==> src/rtl/fetch_queue.sv <==
// Instruction fetch queue: DEPTH-entry FIFO of {pc, instr} between fetch and decode.
// Optional same-cycle bypass of an empty queue is enabled by defining FQ_BYPASS_EN.
module fetch_queue #(
  parameter int DEPTH  = 4,
  parameter int ADDR_W = 2
) (
  input  logic              clk,
  input  logic              rst,
  input  logic              imem_valid,
  input  logic [31:0]       imem_instr,
  input  logic [31:0]       imem_pc,
  output logic              imem_ready,
  input  logic              flush,
  output logic              id_valid,
  output logic [31:0]       id_instr,
  output logic [31:0]       id_pc,
  output logic [23:0]       id_imm,
  input  logic              id_ready,
  output logic [ADDR_W:0]   count
);

  localparam logic [ADDR_W:0]   CNT_ZERO = {(ADDR_W+1){1'b0}};
  localparam logic [ADDR_W:0]   CNT_ONE  = (ADDR_W+1)'(1);
  localparam logic [ADDR_W:0]   CNT_FULL = (ADDR_W+1)'(DEPTH);
  localparam logic [ADDR_W-1:0] PTR_ZERO = {ADDR_W{1'b0}};
  localparam logic [ADDR_W-1:0] PTR_ONE  = ADDR_W'(1);

  logic [31:0]       instr_mem [DEPTH];
  logic [31:0]       pc_mem    [DEPTH];
  logic [ADDR_W-1:0] rd_ptr;
  logic [ADDR_W-1:0] wr_ptr;
  logic              push;
  logic              pop;
  logic              bypass;

  // Head presentation, handshake qualification and optional empty-queue bypass
  always_comb begin
    imem_ready = (count != CNT_FULL);
    id_valid   = (count != CNT_ZERO);
    id_instr   = instr_mem[rd_ptr];
    id_pc      = pc_mem[rd_ptr];
    bypass     = 1'b0;
`ifdef FQ_BYPASS_EN
    if ((count == CNT_ZERO) && imem_valid && !flush) begin
      bypass   = 1'b1;
      id_valid = 1'b1;
      id_instr = imem_instr;
      id_pc    = imem_pc;
    end else begin
      bypass   = 1'b0;
    end
`endif
    // A bypassed entry taken by decode is never written into storage
    pop  = (count != CNT_ZERO) & id_ready & ~flush;
    push = imem_valid & imem_ready & ~flush & ~(bypass & id_ready);
  end

  assign id_imm = id_instr[23:0];

  // Entry storage: cleared on reset, untouched by flush
  always_ff @(posedge clk or posedge rst) begin
    if (rst) begin
      for (int i = 0; i < DEPTH; i++) begin
        instr_mem[i] <= 32'h0000_0000;
        pc_mem[i]    <= 32'h0000_0000;
      end
    end else if (push) begin
      instr_mem[wr_ptr] <= imem_instr;
      pc_mem[wr_ptr]    <= imem_pc;
    end else begin
      instr_mem[wr_ptr] <= instr_mem[wr_ptr];
      pc_mem[wr_ptr]    <= pc_mem[wr_ptr];
    end
  end

  // Pointers and occupancy; flush outranks push and pop
  always_ff @(posedge clk or posedge rst) begin
    if (rst) begin
      rd_ptr <= PTR_ZERO;
      wr_ptr <= PTR_ZERO;
      count  <= CNT_ZERO;
    end else if (flush) begin
      rd_ptr <= PTR_ZERO;
      wr_ptr <= PTR_ZERO;
      count  <= CNT_ZERO;
    end else begin
      if (push) begin
        wr_ptr <= wr_ptr + PTR_ONE;
      end else begin
        wr_ptr <= wr_ptr;
      end
      if (pop) begin
        rd_ptr <= rd_ptr + PTR_ONE;
      end else begin
        rd_ptr <= rd_ptr;
      end
      case ({push, pop})
        2'b10:   count <= count + CNT_ONE;
        2'b01:   count <= count - CNT_ONE;
        default: count <= count;
      endcase
    end
  end

endmodule
==> config.mk <==
export PLATFORM = sky130hd
export DESIGN_NAME = fetch_queue
export DESIGN_NICKNAME = d
export VERILOG_FILES = /design/src/rtl/fetch_queue.sv
export SDC_FILE = /design/constraint.sdc
export NUM_CORES = 1
export LEC_CHECK = 0
export BUFFER_PORTS_ARGS = -buffer_cell sky130_fd_sc_hd__buf_2
export CORE_MARGIN = 8
export CORE_UTILIZATION = 55
export CTS_CLUSTER_SIZE = 8
export DETAILED_ROUTE_END_ITERATION = 8
export PLACE_DENSITY_LB_ADDON = 0.2
export SYNTH_ARGS = -nofsm -noshare
export SYNTH_HDL_FRONTEND = slang
export SYNTH_SLANG_ARGS = --single-unit
==> constraint.sdc <==
create_clock -name clk -period 15.47 [get_ports clk]
set_input_delay 2.3205 -clock clk [delete_from_list [all_inputs] [get_ports clk]]
set_output_delay 2.3205 -clock clk [all_outputs]
set_load 0.005 [all_outputs]
## Word level (Yosys, flattened, before mapping)

Cells that the tools add are included.

- Input bits: 69
- Logic and storage cells: 59
- Register bits after elaboration: 263
- Output and inout port bits: 93

- Reductions and logical operators: 5
- Order comparisons: 3
- Bitwise gates (word level): 7
- Add/sub/neg operators: 4
- Eq/ne operators: 3
- Multiplexer cells: 26

Operator list:

| kind | number |
|---|---|
| $bwmux 128 | 4 |
| $mux 32 | 9 |
| $bmux 32 s2 | 4 |
| $mux 128 | 2 |
| $demux 32 s2 | 1 |
| $mux 2 | 4 |
| $ge 3x3->1 const B | 2 |
| $not 2->3 | 2 |
| $pmux 3 s2 | 1 |
| $reduce_bool 3->1 | 2 |
| $add 2x1->2 const B | 2 |
| $and 1x1->1 | 4 |
| $reduce_bool 2->1 | 2 |
| $add 3x1->3 const B | 1 |
| $lt 3x1->1 const B | 1 |
| $mux 3 | 1 |
| $ne 3x3->1 const B | 1 |
| $sub 3x1->3 const B | 1 |
| $eq 2x1->1 const B | 1 |
| $eq 2x2->1 const B | 1 |
| $logic_and 1x1->1 | 1 |
| $not 1->1 | 1 |

## Logic depth before layout (Yosys ltp)

Gate-level depths: netlist of the first run.

- Depth after elaboration: 7
- Depth in mapped cells: 9
- Depth with buffers taken out: 6

## Least setup slack after synthesis of the first run

Ideal clock, no wire load.

- Path kind: flip-flop to output port
- From: reg rd_ptr[0]
- To: out id_instr[17]
- Setup slack: 11520 ps
- Arrival time: 1629 ps
- Data required time: 13150 ps
- Path buffers: 3
- Stages on the path, launching flop included: 5
- Cell sequence: dfrtp_1 > buf_2 > buf_2 > mux4_2 > buf_4

- Word-level cells in the longest chain between the ends: 4

RTL lines:

| what | line | RTL |
|---|---|---|
| start: declaration | 30 | `logic [ADDR_W-1:0] rd_ptr;` |
| start signal: assignment | 93 | `rd_ptr <= rd_ptr + PTR_ONE;` |
| start signal: assignment | 95 | `rd_ptr <= rd_ptr;` |
| $not 2->3 (not written as such) | 40 | `id_instr = instr_mem[rd_ptr];` |
| $bmux 32 s2 | 40 |  |
| $mux 32 (not written as such) (2 in a row) | 40 |  |
| end: declaration | 15 | `output logic [31:0] id_instr,` |

Every way passes these cells. The select of a mux whose other input is x is not followed.

## Final worst setup path of the first run

- From: reg rd_ptr[0]
- To: out id_imm[0]

- Word-level cells in the longest chain between the ends: 4

RTL lines:

| what | line | RTL |
|---|---|---|
| $not 2->3 (not written as such) | 40 |  |
| $bmux 32 s2 | 40 |  |
| $mux 32 (not written as such) (2 in a row) | 40 |  |
| end: declaration | 17 | `output logic [23:0] id_imm,` |

Every way passes these cells. The select of a mux whose other input is x is not followed.

==> PnR_summary.wiki, run 1 <==
{| class="wikitable"
! Metric !! Value
|-
| Cells after Synth || 1223
|-
| Number of gates resized after cts || 0
|-
| Leakage power figure || 6.010 nW
|-
| Total global routing overflow || 0
|-
| Detailed-placement wirelength estimate || 21.40 mm
|-
| Length of routed wiring on met1 || 15.79 mm
|-
| Type of the worst setup path || flip-flop to output port
|-
| Post-layout utilization of the core || 62.92%
|-
| Buffer depth of the longest clock path || 3
|-
| Post-Route WL || 38.16 mm
|-
| Worst-path maximum fanout || 41
|-
| Worst min-delay path class || flip-flop to flip-flop
|-
| Final period util || 33.62%
|-
| Via count of the first global-routing pass || 11529
|-
| Area growth syn-to-layout || 12.01%
|-
| Delay of the slowest critical-path stage || 0.80 ns
|-
| Highest signal layer in the routed design || met5
|-
| Buffer count from post-CTS setup fixing || 0
|-
| Yosys Warn Count || 0
|-
| # placed instances || 1588
|-
| Post-synth EDFFs || 0
|-
| Status || finished clean
|-
| Number of iterations in the first detailed-routing pass || 5
|-
| PnR worst setup slack || 10.27 ns
|-
| Height of the chip || 176.6 microns
|-
| Count of final hold-check violations || 0
|-
| Post-synthesis average cell area || 11.60 sq um
|-
| Detailed route wirelength on metal3 || 3.250 mm
|-
| Crit-path cells || buf_4, mux4_2, buf_2
|-
| Skew-Pair Late Insertion Delay || 0.51 ns
|-
| First DRT Iteration DRCs || 1201
|-
| Sw Ratio || 34.51%
|-
| Die area || 31190 sq um
|-
| Initial cell density of the core || 56.17%
|-
| Cell at the root of the clock tree || sky130_fd_sc_hd__clkbuf_16
|-
| Number of nets with antenna violations after routing || 0
|-
| Placer's final routability congestion estimate || 0.7720
|-
| Register bit total from synthesis || 263
|-
| Clock tree sinks || 263
|-
| Final setup violating endpoints || 0
|-
| H-tree Lvls || 2
|-
| Core outline area || 25250 sq um
|-
| Row count || 58
|-
| Critical-path cell with the highest stage delay || sky130_fd_sc_hd__dfrtp_4
|-
| Post-route non-filler standard cell count || 1634
|-
| Worst path bufs/invs || 2
|-
| Clock power frac || 24.2%
|-
| Part of the total power dissipated in combinational logic || 35.4%
|-
| Post-synthesis instance area || 14190 sq um
|-
| Share of layout cells above drive strength 1 || 33.79%
|-
| Vias after detailed routing || 10914
|-
| Hold Buf Count CTS || 0
|-
| Post-detailed-route wirelength per cell || 23.36 microns
|-
| Initial antenna violation count || 4
|-
| Internal power || 2.035 mW
|-
| Data arrival, critical path || 2.88 ns
|-
| Switching power total || 1.073 mW
|-
| Post-layout net count || 1372
|-
| Fmax || 192.3 MHz
|-
| Number of unique standard cell types used by synthesis || 42
|-
| Most frequently used flop master after synthesis || sky130_fd_sc_hd__dfrtp_1
|-
| Overall Global Routing Usage || 24.55%
|-
| Clock Skews || 0.01005 ns
|-
| Clock-pin slew on the worst setup and hold paths || 0.05 ns
|-
| Chip width || 176.6 microns
|-
| Detailed route wirelength on metal2 || 18.43 mm
|-
| Sequential fraction of the synthesis area || 46.39%
|-
| Wire length of the first global-routing pass || 61.59 mm
|-
| Synthesized Nets || 1297
|-
| Post-synth ARST share || 100.0%
|-
| Largest net degree at the start of global routing || 136
|-
| Proportion of power drawn by flip-flops and latches || 40.4%
|-
| Worst max-slew margin expressed relative to the limit || 27.81%
|-
| Clock buffer count from CTS || 38
|-
| Unrepaired setup endpoints after global routing || no
|-
| Max VDD drop || 0.1133 mV
|-
| Count of maximum capacitance violations || 0
|-
| Family with the most delay on the worst path || buffers and inverters
|-
| Worst endpoint required time || 13.15 ns
|-
| Setup total negative slack || 0 ns
|-
| Power density over cell area || 195.6 nW/um^2
|-
| Pins Over Slew Limit || 0
|-
| Capturing element type of the critical path || output port
|-
| Total chip power || 3.108 mW
|-
| Average via count per standard cell || 6.679
|-
| Port bufs || 161
|-
| TritonCTS clock tree || done
|-
| Pre-CTS worst setup slack || 10.64 ns
|-
| Num ports || 162
|-
| Critical path launch point type || flip-flop
|-
| Tightest Pin Transition || 1.083 ns
|-
| DR DRC count || 0
|-
| Min Tclk post-route || 5.202 ns
|}
[metal layers]
layer  vias to the layer above  track usage [%]
met3                        59            5.362
met5                         -                0
met1                      5512            33.13
li1                       4807                -
met2                       532            38.95
met4                         4            8.581
[worst min-delay path: cells and delay by family, from the launching register on]
family | cells | cell delay (ns)
flops | 1 | 0.38
simple gates | 1 | 0.09
compound gates | 1 | 0.04
[area by class of cell]
| class | count | area (sq um) |
|---|---|---|
| diodes | 2 | 5.005 |
| clock buffers | 44 | 1037 |
| fillers | 2048 | 9364 |
| inverters | 7 | 35.03 |
| multi-input cells | 812 | 6885 |
| flip-flops and latches | 263 | 6596 |
| well taps | 330 | 412.9 |
| repair buffers | 176 | 918.4 |
[through the flow]
stage	hold WS, ns	cell area [sq um]
global route	0.5664	15890
finish	0.5496	15890
global placement	0.5336	14850
CTS	0.5493	15890
detailed placement	0.5426	14850
floorplan	0.5215	14190
[cells by family after synthesis]
kind of cell | count (synthesis) | share of synthesized area (%)
compound gates | 338 | 15.98
xor+xnor | 3 | 0.1853
fa+ha+maj | 5 | 0.4939
buf+inv | 148 | 5.530
flops | 263 | 46.39
mux | 129 | 20.40
simple gates | 337 | 11.02
[path summary, 6_finish.rpt]
check,startpoint,endpoint,slack [ns],cells after the start
max reg2reg,wr_ptr[0]$_DFFE_PP0P_,pc_mem[12]$_DFFE_PP0P_,11.98,5
min,instr_mem[25]$_DFFE_PP0P_,instr_mem[25]$_DFFE_PP0P_,0.55,2
min in group asynchronous,rst,pc_mem[9]$_DFFE_PP0P_,2.01,2
max in group asynchronous,rst,instr_mem[94]$_DFFE_PP0P_,11.98,3
max,rd_ptr[0]$_DFFE_PP0P_,id_imm[0],10.27,3
min reg2reg,instr_mem[25]$_DFFE_PP0P_,instr_mem[25]$_DFFE_PP0P_,0.55,2
[Yosys cell counts (2+ instances only)]
cell type | number | area [sq um]
sky130_fd_sc_hd__a21oi_1 | 4 | 20.02
sky130_fd_sc_hd__nor2_1 | 259 | 972.2
sky130_fd_sc_hd__a31oi_1 | 256 | 1602
sky130_fd_sc_hd__nand3_4 | 10 | 175.2
sky130_fd_sc_hd__a31o_2 | 2 | 17.52
sky130_fd_sc_hd__ha_1 | 4 | 50.05
sky130_fd_sc_hd__o21ai_0 | 7 | 35.03
sky130_fd_sc_hd__inv_1 | 6 | 22.52
sky130_fd_sc_hd__nand3_1 | 47 | 235.2
sky130_fd_sc_hd__nand3_2 | 10 | 100.1
sky130_fd_sc_hd__o311ai_0 | 2 | 17.52
sky130_fd_sc_hd__mux4_2 | 128 | 2883
sky130_fd_sc_hd__buf_4 | 29 | 217.7
sky130_fd_sc_hd__buf_6 | 8 | 90.09
sky130_fd_sc_hd__clkbuf_1 | 68 | 255.2
sky130_fd_sc_hd__clkbuf_2 | 3 | 15.01
sky130_fd_sc_hd__o21ai_2 | 58 | 508.0
sky130_fd_sc_hd__o21ai_1 | 2 | 10.01
sky130_fd_sc_hd__dfrtp_1 | 263 | 6581
sky130_fd_sc_hd__nor2b_1 | 3 | 18.77
sky130_fd_sc_hd__buf_2 | 32 | 160.2
sky130_fd_sc_hd__xor2_1 | 2 | 17.52
[flip-flops by register name (all words and copies together), names as in the netlist]
| register | flops |
|---|---|
| instr_mem | 128 |
| count | 3 |
| pc_mem | 128 |
| rd_ptr | 2 |
| wr_ptr | 2 |
[cell usage in the layout (no fill, tap or decap), drive strengths merged, types with 2 or more instances in the layout]
cell	n
xor2	2
clkbuf	44
o311ai	2
ha	4
nor2	259
inv	6
a31o	2
a21oi	4
o21ai	67
dfrtp	263
buf	176
diode	2
nor2b	3
a31oi	256
nand3	67
mux4	128
nor3b	2
[power groups by stage]
stage	Clock, mW	Combinational (mW)	Sequential (mW)
after detailed placement	0	1.11	1.25
after CTS	0.765	1.11	1.25
after floorplan	0	0.881	1.16
after global routing	0.790	1.22	1.30
final	0.751	1.10	1.26
after global placement	0	1.08	1.23
No activity file was read; power rests on OpenSTA's default activity.
==> run 2, diff against run 1 <==
--- a/config.mk
+++ b/config.mk
@@ -7,7 +7,7 @@
 export LEC_CHECK = 0
 export BUFFER_PORTS_ARGS = -buffer_cell sky130_fd_sc_hd__buf_2
 export CORE_MARGIN = 8
-export CORE_UTILIZATION = 55
+export CORE_UTILIZATION = 54
 export CTS_CLUSTER_SIZE = 8
 export DETAILED_ROUTE_END_ITERATION = 8
 export PLACE_DENSITY_LB_ADDON = 0.2
==> constraint.sdc (replaced) <==
create_clock -name clk -period 4.7 [get_ports clk]
set_input_delay 0.705 -clock clk [delete_from_list [all_inputs] [get_ports clk]]
set_output_delay 0.705 -clock clk [all_outputs]
set_load 0.005 [all_outputs]
==> run 2 against run 1 <==
- setup slack got worse by 8.8 ns
- non-clock buffer count up 3
- final area is 0.80% higher
- wire length shrank 0.37%
- total power rose to 3.3 times the previous value
- clock-buffer cell count grew 2
- via count grew 0.34%
==> PnR_summary.wiki, run 2 (synthesized netlist as in run 1, its figures left out) <==
{| class="wikitable"
! Metric !! Value
|-
| Area growth syn-to-layout || 12.90%
|-
| Capturing element type of the critical path || output port
|-
| Chip width || 178.1 microns
|-
| Clock-pin slew on the worst setup and hold paths || 0.05 ns
|-
| Number of nets with antenna violations after routing || 0
|-
| Layout filler cell count || 2096
|-
| Core outline area || 25910 sq um
|-
| Sw Ratio || 34.48%
|-
| Total global routing overflow || 0
|-
| Die area || 31710 sq um
|-
| Detailed-placement wirelength estimate || 21.97 mm
|-
| Overall Global Routing Usage || 24.26%
|-
| Proportion of power drawn by flip-flops and latches || 40.3%
|-
| Power density over cell area || 641.4 nW/um^2
|-
| Type of the worst setup path || flip-flop to output port
|-
| Pins Over Slew Limit || 0
|-
| Fmax || 307.3 MHz
|-
| Post-Route WL || 38.02 mm
|-
| Clock tree sinks || 263
|-
| Buffer depth of the longest clock path || 3
|-
| Min Tclk post-route || 3.254 ns
|-
| Worst min-delay path class || primary input to asynchronous set/reset pin
|-
| Worst endpoint required time || 3.99 ns
|-
| Average via count per standard cell || 6.661
|-
| Status || finished clean
|-
| Number of gates resized after cts || 0
|-
| Count of maximum capacitance violations || 0
|-
| Setup total negative slack || 0 ns
|-
| Initial antenna violation count || 1
|-
| # placed instances || 1596
|-
| Vias after detailed routing || 10951
|-
| Share of layout cells above drive strength 1 || 33.94%
|-
| Unrepaired setup endpoints after global routing || no
|-
| Clock buffer count from CTS || 39
|-
| First DRT Iteration DRCs || 978
|-
| Clock power frac || 24.2%
|-
| Height of the chip || 178.1 microns
|-
| TritonCTS clock tree || done
|-
| Max VDD drop || 0.3548 mV
|-
| DR DRC count || 0
|-
| Commonest cells after routing, fill and taps aside || sky130_fd_sc_hd__nor2_1, sky130_fd_sc_hd__dfrtp_1, sky130_fd_sc_hd__a31oi_1
|-
| Data arrival, critical path || 2.55 ns
|-
| Wire length of the first global-routing pass || 61.14 mm
|-
| Internal power || 6.730 mW
|-
| Clock Skews || 0.02124 ns
|-
| Via count of the first global-routing pass || 11192
|-
| Switching power total || 3.542 mW
|-
| Delay of the slowest critical-path stage || 1.16 ns
|-
| Hold Buf Count CTS || 0
|-
| Worst-path maximum fanout || 57
|-
| Number of iterations in the first detailed-routing pass || 7
|-
| Part of the total power dissipated in combinational logic || 35.5%
|-
| Placer's final routability congestion estimate || 0.7721
|-
| Post-route non-filler standard cell count || 1644
|-
| Critical-path cell with the highest stage delay || sky130_fd_sc_hd__dfrtp_4
|-
| Port bufs || 161
|-
| Cell at the root of the clock tree || sky130_fd_sc_hd__clkbuf_16
|-
| Initial cell density of the core || 54.75%
|-
| H-tree Lvls || 2
|-
| Post-layout net count || 1376
|-
| Num ports || 162
|-
| Tightest Pin Transition || 1.213 ns
|-
| Skew-Pair Late Insertion Delay || 0.51 ns
|-
| Final setup violating endpoints || 0
|-
| Worst max-slew margin expressed relative to the limit || 18.98%
|-
| Count of final hold-check violations || 0
|-
| Biggest regs || instr_mem x128, pc_mem x128, count x3
|-
| Leakage power figure || 6.057 nW
|-
| Post-detailed-route wirelength per cell || 23.13 microns
|-
| Crit-path cells || buf_4, mux4_2, buf_2
|-
| Buffer count from post-CTS setup fixing || 0
|-
| Largest net degree at the start of global routing || 99
|-
| Critical path launch point type || flip-flop
|-
| Final period util || 69.24%
|-
| Row count || 59
|}
## run 2: cell count changes in the layout (fill, tap and decap cells not counted), sizes merged
cell and delta:
buf +3, clkbuf +2, clkinv +1, clkinvlp +1
diode -1, inv -1
## run 2: final timing paths
check,start,to,slack (ns),cells past startpoint
max reg2reg,count[1]$_DFFE_PP0P_,instr_mem[30]$_DFFE_PP0P_,1.96,5
min in group clk,imem_pc[12],pc_mem[44]$_DFFE_PP0P_,0.50,3
max,rd_ptr[1]$_DFFE_PP0P_,id_imm[9],1.45,3
max in group asynchronous,rst,instr_mem[34]$_DFFE_PP0P_,3.26,3
min,rst,pc_mem[44]$_DFFE_PP0P_,0.33,2
min reg2reg,instr_mem[49]$_DFFE_PP0P_,instr_mem[49]$_DFFE_PP0P_,0.55,2
## run 2: per-stage QoR
step                      utilization (%)  hold WS, ns  area [sq um]  worst slack (ns)  total power [mW]
after floorplan                         -       0.5215         14190            0.5255             6.715
after global placement              57.74       0.5339         14960             1.772             7.660
after detailed placement            57.74       0.5424         14960             1.740             7.803
after CTS                           61.80       0.3481         16010             1.393             10.32
after global routing                61.81       0.3896         16020             1.334             10.94
final                               61.81       0.3349         16020             1.446             10.27
## run 2: cell type report
class / instances / area (sq um) / area share [%]
flip-flops and latches: 263 / 6596 / 41.18
well taps: 335 / 419.2 / 2.617
repair buffers: 179 / 1028 / 6.421
clock buffers: 46 / 1045 / 6.523
inverters: 7 / 31.28 / 0.1953
diodes: 1 / 2.502 / 0.01562
multi-input cells: 812 / 6885 / 42.99
clock inverters: 1 / 8.758 / 0.05468
## run 2: per-layer routing
metal | routed length [microns] | global-route usage [%] | share of wire (%) | up-vias
li1 | - | - | - | 4818
met1 | 15650 | 33.32 | 41 | 5571
met2 | 18650 | 39.12 | 49 | 507
met3 | 2994 | 4.445 | 7.9 | 55
met4 | 725 | 7.016 | 1.9 | 0
met5 | 0 | 0 | 0 | -
## run 2: worst max-delay path: cells and delay by family (launching register included)
family | cells | cell delay, ns
buffers and inverters | 2 | 0.51
DFF | 1 | 1.16
muxes | 1 | 0.35
## run 2: power by group through the flow
stage / combinational (mW) / sequential [mW] / clock (mW)
6_report: 3.65 / 4.14 / 2.49
5_1_grt: 4.02 / 4.28 / 2.64
4_1_cts: 3.68 / 4.12 / 2.52
3_5_place_dp: 3.67 / 4.14 / 0
3_3_place_gp: 3.59 / 4.07 / 0
2_1_floorplan: 2.90 / 3.82 / 0
==> run 3, diff against run 2 <==
--- a/config.mk
+++ b/config.mk
@@ -5,9 +5,10 @@
 export SDC_FILE = /design/constraint.sdc
 export NUM_CORES = 1
 export LEC_CHECK = 0
+export ABC_AREA = 1
 export BUFFER_PORTS_ARGS = -buffer_cell sky130_fd_sc_hd__buf_2
 export CORE_MARGIN = 8
-export CORE_UTILIZATION = 54
+export CORE_UTILIZATION = 55
 export CTS_CLUSTER_SIZE = 8
 export DETAILED_ROUTE_END_ITERATION = 8
 export PLACE_DENSITY_LB_ADDON = 0.2
==> constraint.sdc (replaced) <==
create_clock -name clk -period 2.9 [get_ports clk]
set_input_delay 0.435 -clock clk [delete_from_list [all_inputs] [get_ports clk]]
set_output_delay 0.435 -clock clk [all_outputs]
set_load 0.005 [all_outputs]
==> run 3 against run 2 <==
- clock power up 62%
- area after synthesis up 17%
- register-to-register slack worse by 1.4 ns
- largest cell class unchanged
- final area up 15%
- synthesized cell count up 82%
- first-iteration DRC count up 69%
==> PnR_summary.wiki, run 3 <==
{| class="wikitable"
! Metric !! Value
|-
| Status || finished clean
|-
| Data arrival, critical path || 2.14 ns
|-
| Wire length of the first global-routing pass || 79.61 mm
|-
| Worst-path maximum fanout || 37
|-
| Yosys Warn Count || 0
|-
| Worst endpoint required time || 2.47 ns
|-
| Pins Over Slew Limit || 0
|-
| Core outline area || 29720 sq um
|-
| Via count of the first global-routing pass || 15589
|-
| Die area || 36100 sq um
|-
| Initial antenna violation count || 4
|-
| PnR worst setup slack || 0.3208 ns
|-
| Clock buffer count from CTS || 38
|-
| Final period util || 88.94%
|-
| Capturing element type of the critical path || output port
|-
| Count of final hold-check violations || 0
|-
| Min Tclk post-route || 2.579 ns
|-
| Area taken by multi-input logic gates || 7831 sq um
|-
| Commonest cells after routing, fill and taps aside || sky130_fd_sc_hd__nand3_1, sky130_fd_sc_hd__a21oi_1, sky130_fd_sc_hd__inv_1
|-
| Final setup violating endpoints || 0
|-
| Worst path bufs/invs || 3
|-
| Top cells by area in the synthesized netlist || sky130_fd_sc_hd__dfrtp_1, sky130_fd_sc_hd__nand3_1, sky130_fd_sc_hd__o211ai_1, sky130_fd_sc_hd__a21oi_1, sky130_fd_sc_hd__inv_1
|-
| Detailed-placement wirelength estimate || 27.64 mm
|-
| Cell at the root of the clock tree || sky130_fd_sc_hd__clkbuf_16
|-
| Delay of the slowest critical-path stage || 0.44 ns
|-
| Count of maximum capacitance violations || 0
|-
| Max VDD drop || 0.5309 mV
|-
| Clock Skews || 0.01382 ns
|-
| Register bit total from synthesis || 263
|-
| Post-synthesis instance area || 16650 sq um
|-
| Worst min-delay path class || primary input to flip-flop
|-
| Number of unique standard cell types used by synthesis || 22
|-
| Worst max-slew margin expressed relative to the limit || 47.54%
|-
| Post-synth ARST share || 100.0%
|-
| Post-synthesis average cell area || 7.481 sq um
|-
| Synthesized Nets || 2300
|-
| Area share of the leading cell type in the synthesized netlist || 39.52%
|-
| Most common cell after layout, fill and taps aside || sky130_fd_sc_hd__nand3_1
|-
| Sequential fraction of the synthesis area || 39.52%
|-
| Pre-CTS worst setup slack || 0.6418 ns
|-
| Post-Route WL || 48.18 mm
|-
| Critical-path cell with the highest stage delay || sky130_fd_sc_hd__dfrtp_2
|-
| Cells after Synth || 2226
|-
| Critical path launch point type || flip-flop
|-
| Chip width || 190.0 microns
|-
| Fmax || 387.7 MHz
|-
| Vias after detailed routing || 16459
|-
| Total chip power || 19.59 mW
|-
| Layout filler cell count || 2683
|-
| Post-synth EDFFs || 0
|-
| Overall Global Routing Usage || 26.15%
|-
| Biggest regs || instr_mem x128, pc_mem x128, count x3
|-
| Row count || 63
|-
| Post-detailed-route wirelength per cell || 18.41 microns
|-
| Clock tree sinks || 263
|-
| Area growth syn-to-layout || 10.59%
|-
| Most frequently used flop master after synthesis || sky130_fd_sc_hd__dfrtp_1
|-
| Post-layout utilization of the core || 61.97%
|-
| Power density over cell area || 1064 nW/um^2
|-
| Largest area contributor in the synthesized netlist || sky130_fd_sc_hd__dfrtp_1
|-
| List of most frequent post-synthesis cells || sky130_fd_sc_hd__nand3_1, sky130_fd_sc_hd__a21oi_1, sky130_fd_sc_hd__inv_1
|-
| DR DRC count || 0
|-
| Number of gates resized after cts || 0
|-
| Number of iterations in the first detailed-routing pass || 6
|-
| Num ports || 162
|-
| Crit-path cells || inv_6, buf_4, nand2_1, a21oi_1, buf_2
|-
| Hold Buf Count CTS || 1
|-
| Skew-Pair Late Insertion Delay || 0.51 ns
|-
| Placed instance area || 17360 sq um
|-
| Family with the most delay on the worst path || buffers and inverters
|-
| Buffer depth of the longest clock path || 3
|-
| First DRT Iteration DRCs || 1656
|-
| Tightest Pin Transition || 0.7868 ns
|-
| Largest net degree at the start of global routing || 137
|-
| H-tree Lvls || 2
|-
| Leakage power figure || 7.901 nW
|-
| Number of nets with antenna violations after routing || 0
|-
| Unrepaired setup endpoints after global routing || no
|-
| Type of the worst setup path || flip-flop to output port
|-
| Smallest hold slack || 0.2412 ns
|-
| Final cell area excluding filler cells || 18420 sq um
|-
| Leading cell type by number of instances after synthesis || sky130_fd_sc_hd__nand3_1
|-
| Port bufs || 161
|-
| Total global routing overflow || 0
|-
| Post-layout net count || 2293
|-
| Average via count per standard cell || 6.289
|-
| Initial cell density of the core || 56.04%
|-
| Placer's final routability congestion estimate || 0.7876
|-
| Register cell area after layout || 6588 sq um
|-
| Height of the chip || 190.0 microns
|-
| Share of layout cells above drive strength 1 || 11.69%
|-
| Buffer count from post-CTS setup fixing || 0
|-
| Clock-pin slew on the worst setup and hold paths || 0.05 ns
|-
| TritonCTS clock tree || done
|}
[run 3: cell types whose count changed in the layout (fill, tap and decap cells not counted), moves of 58 or more]
cell / before / now
sky130_fd_sc_hd__inv_1: 5 / 261
sky130_fd_sc_hd__o21ai_0: 7 / 197
sky130_fd_sc_hd__a31oi_1: 256 / 0
sky130_fd_sc_hd__o211ai_1: 1 / 256
sky130_fd_sc_hd__mux4_2: 128 / 0
sky130_fd_sc_hd__nand3_1: 47 / 514
sky130_fd_sc_hd__nand2_1: 1 / 145
sky130_fd_sc_hd__nor2_1: 259 / 0
sky130_fd_sc_hd__o21ai_2: 58 / 0
sky130_fd_sc_hd__a21oi_1: 4 / 323
[run 3: through the flow]
step	instances	setup TNS [ns]
6_report	2617	0
4_1_cts	2614	0
5_1_grt	2616	0
3_3_place_gp	2568	0
2_1_floorplan	2226	-264.19
3_5_place_dp	2568	0
[run 3: routing by layer]
layer	vias to the layer above	part of all wire [%]	global-route usage, %
met5	-	0.058	0
met3	95	8.1	4.284
met4	4	2.1	7.787
li1	7761	-	-
met2	710	48	43.65
met1	7889	41	34.52
[run 3: path summary, 6_finish.rpt]
| kind | cells after the start | startpoint | endpoint | slack (ns) |
|---|---|---|---|---|
| setup / recovery | 5 | rd_ptr[0]$_DFFE_PP0P_ | id_pc[5] | 0.32 |
| hold / removal | 3 | imem_pc[15] | pc_mem[111]$_DFFE_PP0P_ | 0.24 |
| setup reg to reg | 7 | wr_ptr[1]$_DFFE_PP0P_ | instr_mem[16]$_DFFE_PP0P_ | 0.59 |
| hold reg to reg | 2 | pc_mem[87]$_DFFE_PP0P_ | pc_mem[87]$_DFFE_PP0P_ | 0.55 |
| max in group asynchronous | 4 | rst | pc_mem[76]$_DFFE_PP0P_ | 1.58 |
| min in group asynchronous | 3 | rst | instr_mem[52]$_DFFE_PP0P_ | 0.38 |
[run 3: cell type report]
class,count,area share (%)
tap,390,2.650
inverter,267,5.537
antenna,3,0.04076
timing repair buffer,202,7.827
clock buffer,45,5.653
multi-input combinational,1447,42.52
sequential,263,35.77
[run 3: cell families (layout without fill, tap and decap cells)]
group                    Yosys count  after routing  share of synthesized area [%]
AO/OA/AOI/OAI                    777            777                          27.24
XOR/XNOR                           1              1                        0.05260
adder cells (fa/ha/maj)            5              5                         0.4208
buffers and inverters            516            514                          13.76
flip-flops                       263            263                          39.52
other                              0              3                              0
AND/OR/NAND/NOR                  664            664                          19.02
[run 3: power breakdown]
group	internal [mW]	switching, mW	total [mW]
clock	2.48	1.55	4.03
combinational	3.36	5.65	9.01
sequential	5.47	1.07	6.55
[run 3: worst reg2reg max path: stages (launching register included)]
cell and delay [ns]:
sky130_fd_sc_hd__dfrtp_2 0.71, sky130_fd_sc_hd__buf_4 0.51, sky130_fd_sc_hd__buf_4 0.40, sky130_fd_sc_hd__a21oi_1 0.06, sky130_fd_sc_hd__o21ai_0 0.11, sky130_fd_sc_hd__nand2_1 0.16, sky130_fd_sc_hd__nand3_1 0.11, sky130_fd_sc_hd__o211ai_1 0.09
